===== src/rtl/flow_redirect.sv =====
// Fetch PC owner: applies EX-stage redirects, holds a redirect pending across stalls, freezes on HLT.
// Optional macro REDIRECT_PERF_EN adds saturating redirect / pending-cycle counters.
module flow_redirect #(
    parameter int unsigned     PC_W      = 16,
    parameter int unsigned     BR_OFF_W  = 9,
    parameter int unsigned     JMP_OFF_W = 12,
    parameter logic [PC_W-1:0] RST_PC    = '0
) (
    input  logic                 clk,
    input  logic                 rst_n,
    input  logic                 flow_change_ID_EX,
    input  logic                 br_instr_ID_EX,
    input  logic                 jmp_imm_ID_EX,
    input  logic                 jmp_reg_ID_EX,
    input  logic [PC_W-1:0]      pc_ID_EX,
    input  logic [BR_OFF_W-1:0]  br_off_ID_EX,
    input  logic [JMP_OFF_W-1:0] jmp_off_ID_EX,
    input  logic [PC_W-1:0]      reg_tgt_ID_EX,
    input  logic                 stall,
    input  logic                 hlt_ID,
    output logic [PC_W-1:0]      pc,
    output logic [PC_W-1:0]      pc_IF_ID,
    output logic                 flush,
    output logic                 halted
`ifdef REDIRECT_PERF_EN
    ,
    output logic [31:0]          redirect_cnt,
    output logic [31:0]          stall_pend_cnt
`endif
);

    typedef enum logic [1:0] {
        RUN  = 2'd0,
        PEND = 2'd1,
        HALT = 2'd2
    } state_t;

    state_t          state, state_next;
    logic [PC_W-1:0] pc_next;
    logic [PC_W-1:0] pend_tgt, pend_tgt_next;
    logic [PC_W-1:0] target;
    logic [PC_W-1:0] br_ext, jmp_ext;

    assign br_ext  = {{(PC_W-BR_OFF_W){br_off_ID_EX[BR_OFF_W-1]}}, br_off_ID_EX};
    assign jmp_ext = {{(PC_W-JMP_OFF_W){jmp_off_ID_EX[JMP_OFF_W-1]}}, jmp_off_ID_EX};

    always_comb begin
        target = pc_ID_EX;
        if (jmp_reg_ID_EX)
            target = reg_tgt_ID_EX;
        else if (jmp_imm_ID_EX)
            target = pc_ID_EX + jmp_ext;
        else if (br_instr_ID_EX)
            target = pc_ID_EX + br_ext;
    end

    assign pc_IF_ID = pc + 1'b1;
    assign halted   = (state == HALT);

    always_comb begin
        state_next    = state;
        pc_next       = pc;
        pend_tgt_next = pend_tgt;
        flush         = 1'b0;
        unique case (state)
            RUN: begin
                if (flow_change_ID_EX && !stall) begin
                    flush   = 1'b1;
                    pc_next = target;
                end else if (flow_change_ID_EX) begin
                    pend_tgt_next = target;
                    state_next    = PEND;
                end else if (!stall) begin
                    if (hlt_ID)
                        state_next = HALT;
                    else
                        pc_next = pc + 1'b1;
                end
            end
            PEND: begin
                if (!stall) begin
                    flush      = 1'b1;
                    pc_next    = pend_tgt;
                    state_next = RUN;
                end
            end
            HALT: begin
                if (flow_change_ID_EX && !stall) begin
                    flush      = 1'b1;
                    pc_next    = target;
                    state_next = RUN;
                end else if (flow_change_ID_EX) begin
                    pend_tgt_next = target;
                    state_next    = PEND;
                end
            end
            default: state_next = RUN;
        endcase
    end

    always_ff @(posedge clk or negedge rst_n) begin
        if (!rst_n) begin
            state    <= RUN;
            pc       <= RST_PC;
            pend_tgt <= '0;
        end else begin
            state    <= state_next;
            pc       <= pc_next;
            pend_tgt <= pend_tgt_next;
        end
    end

`ifdef REDIRECT_PERF_EN
    always_ff @(posedge clk or negedge rst_n) begin
        if (!rst_n) begin
            redirect_cnt   <= '0;
            stall_pend_cnt <= '0;
        end else begin
            if (flush && redirect_cnt != '1)
                redirect_cnt <= redirect_cnt + 1'b1;
            if (state == PEND && stall_pend_cnt != '1)
                stall_pend_cnt <= stall_pend_cnt + 1'b1;
        end
    end
`endif

endmodule

===== config.mk =====
export PLATFORM = sky130hd
export DESIGN_NAME = flow_redirect
export DESIGN_NICKNAME = d
export VERILOG_FILES = /design/src/rtl/flow_redirect.sv
export SDC_FILE = /design/constraint.sdc
export NUM_CORES = 1
export LEC_CHECK = 0
export CAP_MARGIN = 5
export CORE_ASPECT_RATIO = 1.1
export CORE_MARGIN = 1.5
export CORE_UTILIZATION = 45
export DETAILED_ROUTE_END_ITERATION = 12
export PLACE_DENSITY_LB_ADDON = 0.25
export SYNTH_ARGS = -nofsm -noshare
export SYNTH_HDL_FRONTEND = slang
export SYNTH_SLANG_ARGS = --single-unit

===== constraint.sdc =====
create_clock -name clk -period 3.3 [get_ports clk]
set_input_delay 0.33 -clock clk [delete_from_list [all_inputs] [get_ports clk]]
set_output_delay 0.33 -clock clk [all_outputs]
set_load 0.01 [all_outputs]

Word-level counts from Yosys, hierarchy flattened
Index checks and enable logic that the tools add are counted.
{"block": "totals", "regBits": 34, "word_cells": 47}
{"block": "classes", "eq_ne": 11, "n_addsub": 3, "mux": 21, "reduce_logical": 8, "bitwise": 1}
{"operator": "$mux 16", "count": 9}
{"operator": "$pmux 16 s3", "count": 1}
{"operator": "$add 16x16->16", "count": 2}
{"operator": "$add 16x1->16 const B", "count": 1}
{"operator": "$ne 3x3->1 const B", "count": 5}
{"operator": "$mux 2", "count": 7}
{"operator": "$pmux 2 s3", "count": 1}
{"operator": "$reduce_and 6->1", "count": 1}
{"operator": "$reduce_and 5->1", "count": 1}
{"operator": "$ne 2x2->1 const B", "count": 2}
{"operator": "$ne 3x2->1 const B", "count": 1}
{"operator": "$reduce_and 3->1", "count": 1}
{"operator": "$reduce_bool 3->1", "count": 1}
{"operator": "$eq 2x1->1 const B", "count": 1}
{"operator": "$eq 2x2->1 const B", "count": 1}
{"operator": "$logic_not 2->1", "count": 1}
{"operator": "$mux 1", "count": 2}
{"operator": "$ne 2x1->1 const B", "count": 1}
{"operator": "$pmux 1 s2", "count": 1}
{"operator": "$reduce_or 2->1", "count": 1}
{"operator": "$logic_and 1x1->1", "count": 1}
{"operator": "$logic_not 1->1", "count": 1}
{"operator": "$not 1->1", "count": 1}

Depth between registers and ports, before layout
{"block": "logic_depth", "ltp_word": 6, "ltp_mapped": 10}

Worst setup path after synthesis
No wires, ideal clock.
{"block": "synth_path", "path_kind": "input -> register", "start": "input port pc_ID_EX[0]", "end": "register pc[14]", "t_arrival_ns": 2.437, "setup_ns": 0.126, "path_slack_ns": 0.737, "t_required_ns": 3.174, "path_buffers": 0, "path_stages": 10, "cell_sequence": "ha_1 fa_1 a211o_1 a211oi_1 o211a_1 o31ai_1 xor2_1 nand2_1 nand3b_1 a221o_1"}
{"block": "synth_via", "elab_chain_cells": 6, "elab_cells_between_ends": 8}
{"element": "from (decl)", "line": "15", "source": "input logic [PC_W-1:0] pc_ID_EX,"}
{"element": "$add 16x16->16", "line": "54", "source": "target = pc_ID_EX + br_ext;"}
{"element": "$mux 16", "line": "53", "source": "else if (br_instr_ID_EX)"}
{"element": "$mux 16 (*)", "line": "51", "source": "else if (jmp_imm_ID_EX)"}
{"element": "$mux 16 (*)", "line": "49", "source": "if (jmp_reg_ID_EX)"}
{"element": "$mux 16, on equally long branches", "line": "88, 67"}
{"element": "$pmux 16 s3 (*)", "line": "65", "source": "unique case (state)"}
{"element": "to (signal assigned)", "line": "108", "source": "pc <= pc_next;"}
{"element": "to (decl)", "line": "21", "source": "output logic [PC_W-1:0] pc,"}
Mark *: on every way between the ends. The rest lies on a longest branch, timed or not. The select of a mux whose other input is x is not followed.
A chain may end at the register's enable or synchronous reset.

Worst setup path in the final report
{"block": "layout_path", "start": "input port pc_ID_EX[0]", "end": "register pc[8]"}
The elaborated chain is that of the path after synthesis.

==> flow_summary.yaml <==
sta:
  tns_ps: 0
  fmax_mhz: 334
  hold_violations: 0
  worst_pin_slew_ps: 645
  rsz0062_at_grt: "no"
  max_slew_margin_pct: 56.6
  fin_skew_ps: 8.17
  fin_crit_ps: 2990
  fin_ws_ps: 309
  fin_crit_sh_pct: 90.6
  finalSetupViolations: 0
  slew_viol_final: 0
logic_synthesis:
  mappedNetlistArea_um2: 4090
  ys_async_sr_fraction_pct: 100
  synth-edff-count: 0
  ys.flop_type: "dfrtp_1"
  seq_area_frac_synth_pct: 20.8
  synth.top_cell.area_share_pct: 20.8
  yosysWarningCount: 0
  synthCells: 534
  synth-seq-cells: 34
  synth_area_leader_cell: "dfrtp_1"
  synth_cell_types: 62
  avgSynthCellArea_um2: 7.66
  synth_nets: 633
  synth.top_cells.by_area: "dfrtp_1, ha_1, o21ai_0"
cells_and_area:
  final_util_pct: 60.5
  antenna_cells: 0
  stdcell_count: 747
  drive_gt1_share_pct: 7.74
  final_area_um2: 5340
  final_cell_mix: "clkdlybuf4s50_1, nand2_1, o21ai_0"
  nFillCells: 846
  area_growth_pct: 30.6
  nNetsFinal: 731
  final_common_cell: "clkdlybuf4s50_1"
global_routing:
  grt_max_degree: 35
  grt_pass1_wl_mm: 20.2
  grt.total_usage_pct: 26.1
  antenna_found_initial: 0
  grt_pass1_vias: 4302
  overflow: 0
clock_tree:
  cts_inserted_buffers: 5
  cts_tree: "done"
  cts.sinks: 34
  postCtsHoldBufs: 0
  clkLatencyLatePin_ps: 290
  cts.clk_slew.worst_paths_ps: 70
  h-tree-depth: 2
  ctsResizeCount: 0
  clockBufferDepth: 2
  postCtsSetupRepairBufs: 0
  cts_root_buf: "clkbuf_8"
critical_path:
  worstSetupStartpointType: "input pin"
  crit_required_ps: 3500
  arrival_ps: 3190
  worstPathMaxFanout: 3
  crit_type: "input pin to register"
  critPathCaptureType: "register"
place:
  portBuffers: 94
  place.gp.congestion: 0.932
  placed_cell_area_um2: 5250
  place_ws_ps: 18.7
  dp_cells: 739
  place_hpwl_mm: 9.92
floorplanning:
  die-height_um: 103
  row_count: 36
  io-pin-count: 95
  start_util_pct: 46.3
  die_w_um: 93.9
  die-area_um2: 9670
  core_area_um2: 8830
power_and_ir_drop:
  p_leak_nw: 2.24
  peakVddDrop_v: 0.000315
  power_density_nw_per_um2: 638
run:
  cap_violations: 0
route:
  viasPerCell: 6.03
  dr_total_vias: 4504
  wl_per_cell_um: 16.6
  ant_nets: 0
  drtIter0Drc: 233
  firstDrtPassIters: 5
  wl_mm: 12.4
  route.detailed.drc: 0
worst_hold_path:
  hp-class: "input pin to asynchronous set/reset pin"
status:
  status: "completed"
-- area by class of cell --
cell class              instances  area, um^2  area share (%)
repair buffers                118        1120            21.0
inverters                      17        63.8            1.19
multi-input cells             456        3070            57.5
clock inverters                 1        5.00          0.0937
well taps                     114         143            2.67
flip-flops and latches         34         851            15.9
clock buffers                   7        86.3            1.62
-- worst max-delay path, stage by stage --
cell             delay (ps)
clkdlybuf4s50_1         450
ha_1                    240
fa_1                    390
a211o_1                 340
a211oi_1                220
buf_4                   160
o21ai_0                 100
nand3_1                 110
nand3_1                 120
a31oi_1                 350
a221oi_1                150
a211oi_1                230
-- cells in the mapped netlist, drive strengths merged, types with 2 or more instances --
master,instances
a211o,2
a211oi,19
a21boi,4
a21o,16
a21oi,48
a221o,2
a221oi,6
a22o,2
a22oi,4
a31oi,5
a32oi,4
and2,2
and3,4
and4,3
buf,7
clkbuf,20
dfrtp,34
fa,2
ha,36
inv,17
mux2,6
mux2i,10
nand2,56
nand2b,6
nand3,25
nand4,9
nor2,41
nor2b,3
nor3,8
nor4,3
o2111ai,3
o211ai,7
o21a,6
o21ai,52
o221ai,2
o22a,2
o22ai,2
o31ai,2
or2,2
or3,3
xnor2,22
xor2,14
-- flip-flops by register name (all words and copies together), names as in the netlist --
signal and count:
pc 16, state 2, pend_tgt 16
-- per-layer routing --
metal	routed length [um]	track usage, %
met4	373	10.2
met3	603	1.33
met1	5290	33.0
met2	6100	46.7
met5	0	0
-- per-stage QoR --
step	total power [mW]	hold slack [ps]
6_report	3.41	455
3_5_place_dp	3.06	466
5_1_grt	3.68	494
4_1_cts	3.40	477
2_1_floorplan	2.16	34.4
3_3_place_gp	3.00	461
-- cells by family after synthesis --
logic type | after synthesis | share of synthesized area [%]
compound gates | 196 | 31.7
xor+xnor | 36 | 7.71
fa+ha+maj | 38 | 12.0
buf+inv | 44 | 4.13
flops | 34 | 20.8
mux | 16 | 4.10
simple gates | 170 | 19.6
-- worst paths after layout --
path / from / to / slack (ps) / cells after the start
worst max-delay path: pc_ID_EX[0] / pc[8] / 310 / 12
worst min-delay path: rst_n / pend_tgt[2] / 460 / 2
worst max register to register: pc[0] / pc[15] / 630 / 8
worst min register to register: pend_tgt[3] / pend_tgt[3] / 490 / 1
max in group asynchronous: rst_n / pend_tgt[14] / 2510 / 2
min in group clk: pend_tgt[3] / pend_tgt[3] / 490 / 1
-- power by group --
part	leakage, nW	switching (mW)	internal, mW
registers	0.421	0.200	0.617
logic	1.77	1.19	1.08
clock network	0.0482	0.155	0.168
(Power assumes the default switching activity.)
==> edit (same settings) <==
Build with the macro `REDIRECT_PERF_EN` defined.
--- a/src/rtl/flow_redirect.sv
+++ b/src/rtl/flow_redirect.sv
@@ -1,5 +1,7 @@
 // Fetch PC owner: applies EX-stage redirects, holds a redirect pending across stalls, freezes on HLT.
 // Optional macro REDIRECT_PERF_EN adds saturating redirect / pending-cycle counters.
+`define REDIRECT_PERF_EN
+
 module flow_redirect #(
     parameter int unsigned     PC_W      = 16,
     parameter int unsigned     BR_OFF_W  = 9,
Function (old outputs only; new: redirect_cnt and stall_pend_cnt): kept (equiv_simple and equiv_induct, registers matched by name and starting in step).
==> edit against the unedited design <==
- the run now ends with negative hold slack left
- power rose by 63%
- final area rose by 69%
- area after synthesis rose by 67%
- global-route usage fell by 3.8 points
- wire length rose by 43%
- sequential cell count rose by 64
- combinational power rose by 19%
- setup slack got worse by 0.080 ns
==> edit: results (changes against the unedited design) <==
Status
  – Status: finished with violations (was finished, final reports clean)
  – Violated checks: negative hold slack

Critical path
  – Start point of the critical path: pc[2] (was pc_ID_EX[0])
  – Capture point of the worst reg-to-reg path: pc[14] (was pc[15])
  – Reg-to-reg slack, setup: 0.50 ns (was 0.63 ns)
  – Top cell family by delay on the critical path: simple AND/OR/NAND/NOR gates (was compound AO/OA/AOI/OAI gates)
  – Delay of the slowest cell on the worst path: 0.60 ns (was 0.45 ns)

Clock tree
  – CTS H-Tree Depth: 3 (was 2)
  – Number of buffers inserted during clock tree synthesis: 9 (was 5)
  – Clk_lat worst skew: 0.35 ns (was 0.29 ns)

Timing
  – Fin. Hold Viols: 4 (was 0)
  – Hold Slack: -0.01284 ns (was 0.4551 ns)
  – Max Clock Skew: 0.006290 ns (was 0.008174 ns)

Logic synthesis
  – Post-synth cell types: 70 (was 62)
  – Sequential area share after synthesis: 0.3586 (was 0.2080)
  – Largest cells by area after synthesis: dfrtp_1, xnor2_1, ha_1 (was dfrtp_1, ha_1, o21ai_0)

Global routing
  – All-layer global routing usage: 0.2229 (was 0.2609)
  – Wire length of the first global-routing pass: 28,900 um (was 20,180 um)

Placement
  – Dpl hpwl: 13,710 um (was 9922 um)
  – IO buf count: 158 (was 94)

Cells and area
  – Final layout net count: 1,035 (was 731)
  – Number of fill cells in the layout: 1,346 (was 846)
  – Finished Layout Cells: 1,136 (was 747)
  – Share of post-route cells with drive strength above 1: 0.06596 (was 0.07741)

Floorplanning
  – Std cell rows: 47 (was 36)

Route
  – Number of vias per cell after detailed routing: 5.638 (was 6.029)
==> edit: final cells by class <==
cell class / count / area share
Clock buffer: 11 / 0.02691
Timing Repair Buffer: 178 / 0.1931
Sequential cell: 98 / 0.2718
Tap cell: 196 / 0.02718
Multi-Input combinational cell: 621 / 0.4628
Clock inverter: 5 / 0.006935
Inverter: 27 / 0.01123
==> edit: how the worst min path moves through the flow <==
stage,endpoint,cells after the start,slack [ns],start
CTS,redirect_cnt[4],1,0.01,rst_n
finish,redirect_cnt[4],1,-0.01,rst_n
global route,redirect_cnt[0],1,0.04,rst_n
floorplan,pc[0],0,0.03,rst_n
detailed placement,redirect_cnt[4],1,0.39,rst_n
global placement,redirect_cnt[4],1,0.39,rst_n
==> edit: cell families (layout without fill, tap and decap cells) <==
group,Yosys count,after routing,share of synthesized area
buffers and inverters,55,221,0.03092
AND/OR/NAND/NOR,276,276,0.1925
multiplexers,17,17,0.02671
AO/OA/AOI/OAI,196,196,0.1987
adder cells (fa/ha/maj),39,39,0.07355
flip-flops,98,98,0.3586
XOR/XNOR,93,93,0.1191
==> edit: report_power, final <==
group | switching, mW | total, mW | internal (mW)
logic | 1.41 | 2.70 | 1.29
registers | 0.307 | 1.79 | 1.48
clock network | 0.457 | 1.07 | 0.613
==> edit: routing by layer <==
metal / vias to the layer above / global-route usage / share of wire
met5: - / 0 / 0
met4: 0 / 0.06732 / 0.017
met3: 19 / 0.01773 / 0.047
met2: 201 / 0.3684 / 0.47
met1: 3054 / 0.3120 / 0.46
li1: 3131 / - / -
==> edit: per-stage QoR <==
| step | total power, mW | hold slack [ns] | worst slack, ns | instance area (um2) |
|---|---|---|---|---|
| 5_1_grt | 5.915 | 0.04463 | 0.002137 | 9021 |
| 3_5_place_dp | 4.501 | 0.3861 | -0.05518 | 8716 |
| 6_report | 5.558 | -0.01284 | 0.2291 | 9021 |
| 2_1_floorplan | 3.368 | 0.03441 | 0.6937 | 6839 |
| 4_1_cts | 5.576 | 0.01147 | 0.2208 | 9021 |
| 3_3_place_gp | 4.462 | 0.3855 | 0.03282 | 8716 |
